--- src/rtl/mac_accum_8x8.sv ---
// Pipelined unsigned multiply-accumulate over framed operand beats, fed by an
// 8x8 recursive multiplier core (2x2 -> 4x4 -> 8x8 quadrant decomposition).

module mac_accum_8x8_mul4 (
  input  logic [3:0] a,
  input  logic [3:0] b,
  output logic [7:0] p
);
  logic [3:0] pp [4];

  // Quadrant gi multiplies half (gi%2) of a by half (gi/2) of b.
  for (genvar gi = 0; gi < 4; gi++) begin : g_quad
    logic [1:0] a_s;
    logic [1:0] b_s;
    assign a_s = a[2*(gi%2) +: 2];
    assign b_s = b[2*(gi/2) +: 2];
    assign pp[gi] = {2'b00, a_s & {2{b_s[0]}}} + {1'b0, a_s & {2{b_s[1]}}, 1'b0};
  end

  assign p = {4'b0000, pp[0]} + ({4'b0000, pp[1]} << 2)
           + ({4'b0000, pp[2]} << 2) + ({4'b0000, pp[3]} << 4);
endmodule

module mac_accum_8x8_core (
  input  logic [7:0]  a,
  input  logic [7:0]  b,
  output logic [15:0] p
);
  logic [7:0] pp [4];

  for (genvar gi = 0; gi < 4; gi++) begin : g_quad
    mac_accum_8x8_mul4 u_mul4 (
      .a (a[4*(gi%2) +: 4]),
      .b (b[4*(gi/2) +: 4]),
      .p (pp[gi])
    );
  end

  assign p = {8'h00, pp[0]} + ({8'h00, pp[1]} << 4)
           + ({8'h00, pp[2]} << 4) + ({8'h00, pp[3]} << 8);
endmodule

module mac_accum_8x8 #(
  parameter int ACC_W = 24,
  parameter int CNT_W = 8
) (
  input  logic             clk,
  input  logic             rst_n,
  input  logic             in_valid,
  output logic             in_ready,
  input  logic [7:0]       in_a,
  input  logic [7:0]       in_b,
  input  logic             in_last,
  output logic             out_valid,
  input  logic             out_ready,
  output logic [ACC_W-1:0] out_acc,
  output logic [CNT_W-1:0] out_count,
  output logic             out_ovf
);
  typedef enum logic [1:0] {ST_ACC, ST_FLUSH, ST_DONE} state_t;

  state_t           state_q;
  logic             in_ready_q;
  logic             out_valid_q;
  logic [7:0]       a_q;
  logic [7:0]       b_q;
  logic             s1_valid_q;
  logic             s1_last_q;
  logic [15:0]      prod_q;
  logic             s2_valid_q;
  logic             s2_last_q;
  logic [15:0]      prod_w;
  logic [ACC_W-1:0] acc_q, acc_d;
  logic [CNT_W-1:0] cnt_q, cnt_d;
  logic             ovf_q, ovf_d;
  logic [ACC_W:0]   sum_w;
  logic             accept;
  logic             res_take;

  mac_accum_8x8_core u_core (
    .a (a_q),
    .b (b_q),
    .p (prod_w)
  );

  assign accept   = in_valid & in_ready_q;
  assign res_take = out_valid_q & out_ready;
  assign sum_w    = {1'b0, acc_q} + {{(ACC_W-15){1'b0}}, prod_q};

  // The result handshake and an accumulate never coincide: no beats are in flight in DONE.
  always_comb begin
    acc_d = acc_q;
    cnt_d = cnt_q;
    ovf_d = ovf_q;
    if (res_take) begin
      acc_d = '0;
      cnt_d = '0;
      ovf_d = 1'b0;
    end else if (s2_valid_q) begin
      acc_d = sum_w[ACC_W-1:0];
      ovf_d = ovf_q | sum_w[ACC_W];
      if (cnt_q != '1) cnt_d = cnt_q + CNT_W'(1);
    end
  end

  always_ff @(posedge clk or negedge rst_n) begin
    if (!rst_n) begin
      state_q     <= ST_ACC;
      in_ready_q  <= 1'b1;
      out_valid_q <= 1'b0;
      a_q         <= '0;
      b_q         <= '0;
      s1_valid_q  <= 1'b0;
      s1_last_q   <= 1'b0;
      prod_q      <= '0;
      s2_valid_q  <= 1'b0;
      s2_last_q   <= 1'b0;
      acc_q       <= '0;
      cnt_q       <= '0;
      ovf_q       <= 1'b0;
    end else begin
      s1_valid_q <= accept;
      if (accept) begin
        a_q       <= in_a;
        b_q       <= in_b;
        s1_last_q <= in_last;
      end
      s2_valid_q <= s1_valid_q;
      s2_last_q  <= s1_valid_q & s1_last_q;
      prod_q     <= prod_w;
      acc_q      <= acc_d;
      cnt_q      <= cnt_d;
      ovf_q      <= ovf_d;

      case (state_q)
        ST_ACC: begin
          if (accept && in_last) begin
            state_q    <= ST_FLUSH;
            in_ready_q <= 1'b0;
          end
        end
        ST_FLUSH: begin
          if (s2_valid_q && s2_last_q) begin
            state_q     <= ST_DONE;
            out_valid_q <= 1'b1;
          end
        end
        ST_DONE: begin
          if (out_ready) begin
            state_q     <= ST_ACC;
            out_valid_q <= 1'b0;
            in_ready_q  <= 1'b1;
          end
        end
        default: begin
          state_q     <= ST_ACC;
          out_valid_q <= 1'b0;
          in_ready_q  <= 1'b1;
        end
      endcase
    end
  end

  assign in_ready  = in_ready_q;
  assign out_valid = out_valid_q;
  assign out_acc   = acc_q;
  assign out_count = cnt_q;
  assign out_ovf   = ovf_q;
endmodule

--- config.mk ---
export PLATFORM = sky130hd
export DESIGN_NAME = mac_accum_8x8
export DESIGN_NICKNAME = d
export VERILOG_FILES = /design/src/rtl/mac_accum_8x8.sv
export SDC_FILE = /design/constraint.sdc
export NUM_CORES = 1
export LEC_CHECK = 0
export CORE_UTILIZATION = 40
export DETAILED_ROUTE_END_ITERATION = 16
export PLACE_DENSITY_LB_ADDON = 0.08
export SKIP_LAST_GASP = 1
export SLEW_MARGIN = 25
export SYNTH_ARGS = -nofsm -noshare
export SYNTH_HDL_FRONTEND = slang
export SYNTH_SLANG_ARGS = --single-unit
--- constraint.sdc ---
create_clock -name clk -period 8.28 [get_ports clk]
set_clock_uncertainty 0.15 [all_clocks]
set_input_delay 1.656 -clock clk [delete_from_list [all_inputs] [get_ports clk]]
set_output_delay 1.656 -clock clk [all_outputs]
set_load 0.01 [all_outputs]
==> flow_summary.json <==
{
  "run_status": "completed",
  "worstHoldPathCells": 0,
  "clk_latency_ns": 0.34,
  "final.min_clock_period_ns": 5.83,
  "globalplace.congestion": 0.811,
  "die_x_um": 127,
  "synth_common_cells": "ha_1 (87), dfrtp_1 (72), and2_1 (64)",
  "antenna_found_initial": 0,
  "worst_pin_slew_ns": 0.979,
  "grt_pass1_vias": 4798,
  "numCtsBuffers": 9,
  "grt-ovfl-total": 0,
  "hold_buffers": 0,
  "dpl.hpwl_um": 10100,
  "yosysTopAreaCellShare_pct": 28.9,
  "wirelength_um": 12800,
  "wl_per_cell_um": 14.5,
  "grt_pass1_wl_um": 22500,
  "hold_path_class": "flop to flop",
  "ys_seq_area_share_pct": 29.3,
  "grtUsageTotal_pct": 17.7,
  "viasPerCell": 5.21,
  "holdWs_ns": 0.216,
  "drtIter0Drc": 137,
  "slew-limit-headroom_pct": 34.7,
  "arrival_ns": 5.94,
  "nFillCells": 1459,
  "timing.fmax_mhz": 172,
  "synth_cells": 634,
  "cts-resized-gates": 0,
  "finalSetupViolations": 0,
  "nets": 829,
  "fin_crit_sh_pct": 70.4,
  "crit_required_ns": 8.39,
  "clockBufferDepth": 2,
  "ys_async_sr_fraction_pct": 100,
  "finalNonFillerCells": 887,
  "start_util_pct": 41.0,
  "synthesis.area_sq_um": 6240,
  "syn_area_per_cell_sq_um": 9.84,
  "worstSetupEndpointType": "flop",
  "synth_ff_type": "dfrtp_1",
  "slowest_stage": "fa_1",
  "cts_setup_buffers": 0,
  "route.detailed.drc": 0,
  "ys_warn_count": 0,
  "p_per_area_nw_per_um2": 255,
  "setup_tns_ns": 0,
  "ys_top_cells_by_area": "dfrtp_1 (29%), ha_1 (17%), fa_1 (8.7%)",
  "critPathKind": "flop to flop",
  "p_leak_nw": 3.62,
  "dr_total_vias": 4620,
  "finalHoldViolations": 0,
  "ys_types": 52,
  "grt_max_degree": 74,
  "path_clk_slew_ns": 0.06,
  "die_y_um": 127,
  "synth_most_common_cell": "ha_1",
  "yosys_register_bits": 73,
  "cp_max_fo": 9,
  "dpl.cell_count": 871,
  "ff2ff_path_depth": 25,
  "synth_edf_count": 0,
  "firstDrtPassIters": 4,
  "critPathLaunchType": "flop",
  "ir_drop_uv": 169,
  "rsz0062_at_grt": "no",
  "diodes": 0,
  "synth_fp_nets": 769,
  "drive_above_1_share_pct": 6.15,
  "finalMaxSlewViolations": 0,
  "drv_cap": 0,
  "htreeDepth": 3,
  "ctsRootBufferMaster": "clkbuf_16",
  "synthToLayoutAreaGrowth_pct": 17.1,
  "cts_sinks": 73,
  "die-area_sq_um": 16100,
  "rows": 45,
  "post-synth-top-area-cell": "dfrtp_1",
  "io_buffer_count": 55,
  "cts_tree": "built",
  "cpPeakStageDelay_ns": 0.54,
  "core_area_sq_um": 15200,
  "boundaryPins": 56,
  "ant_nets": 0
}
## cell usage in the layout (no fill, tap or decap), types with 4 or more instances in the layout
master           netlist  layout
o21a_1                 5       5
and2_1                64      64
or3_1                  5       5
xor2_1                23      23
o21ai_0               22      22
mux2i_1                8       8
nand4_1                5       5
a21oi_1               35      35
nand3_1               13      13
ha_1                  87      87
nand2_1               35      35
dfrtp_1               72      72
xnor2_1               33      33
nor2_1                36      36
inv_1                 54      54
clkbuf_16              0       9
o211ai_1               4       4
a211oi_1               5       5
fa_1                  27      27
and4_1                 6       6
clkdlybuf4s50_1        0      54
mux2_2                17      17
a21o_1                21      21
and3_1                 5       5
nor3_1                 7       7
## per-stage QoR
step,setup slack [ns],utilization (%),power (mW),instance area (sq um)
floorplan,2.89,-,1.25,6240
global placement,2.63,46.1,1.44,7000
detailed placement,2.49,46.1,1.47,7000
CTS,2.46,48.0,1.89,7300
global route,1.98,48.0,2.06,7300
finish,2.45,48.0,1.87,7300
## where the power goes
| part | total [mW] | switching (mW) | internal [mW] |
|---|---|---|---|
| Combinational | 0.980 | 0.534 | 0.445 |
| Clock | 0.400 | 0.159 | 0.241 |
| Sequential | 0.486 | 0.0598 | 0.426 |
## final cells by class
class	count	area, sq um	area share [%]
sequential	73	1830	25.0
tap	188	235	3.22
clock inverter	5	55.1	0.754
inverter	54	203	2.77
multi-input combinational	500	4180	57.2
timing repair buffer	56	559	7.66
clock buffer	11	243	3.32
## path summary, 6_finish.rpt
check / slack (ns) / to / from
max in group asynchronous: 6.32 / a_q[7]$_DFFE_PN0P_ / rst_n
min reg2reg: 0.22 / s2_valid_q$_DFF_PN0_ / s1_valid_q$_DFF_PN0_
max reg2reg: 2.45 / prod_q[14]$_DFF_PN0_ / b_q[1]$_DFFE_PN0P_
max: 2.45 / prod_q[14]$_DFF_PN0_ / b_q[1]$_DFFE_PN0P_
min in group asynchronous: 1.17 / out_count[4]$_DFFE_PN0P_ / rst_n
min: 0.22 / s2_valid_q$_DFF_PN0_ / s1_valid_q$_DFF_PN0_
## logic make-up (layout without fill, tap and decap cells)
group,after synthesis,after routing,synth area share [%]
AND/OR/NAND/NOR,189,189,16.1
XOR/XNOR,56,56,7.86
multiplexers,25,25,4.35
buffers and inverters,61,126,3.69
flip-flops,73,73,29.3
adder cells (fa/ha/maj),114,114,26.1
AO/OA/AOI/OAI,116,116,12.6
## registers in the layout (all words and copies together), names as in the netlist
signal,count
in_ready,1
a_q,8
b_q,8
s1_valid_q,1
out_valid,1
prod_q,16
s1_last_q,1
out_ovf,1
s2_last_q,1
out_acc,24
state_q,2
s2_valid_q,1
out_count,8
## metal layers
metal | track usage [%] | up-vias | part of all wire, %
met5 | 0 | - | 0
met1 | 21.5 | 2224 | 46
met2 | 31.9 | 64 | 50
met3 | 3.08 | 10 | 3.0
li1 | - | 2322 | -
met4 | 5.46 | 0 | 1.1
## worst max-delay path, delay by kind of cell (launching register included)
family | cells | cell delay [ns]
compound gates | 3 | 0.48
xor+xnor | 4 | 0.59
fa+ha+maj | 7 | 2.74
buf+inv | 4 | 0.23
flops | 1 | 0.47
simple gates | 7 | 1.05
(Power assumes the default switching activity.)
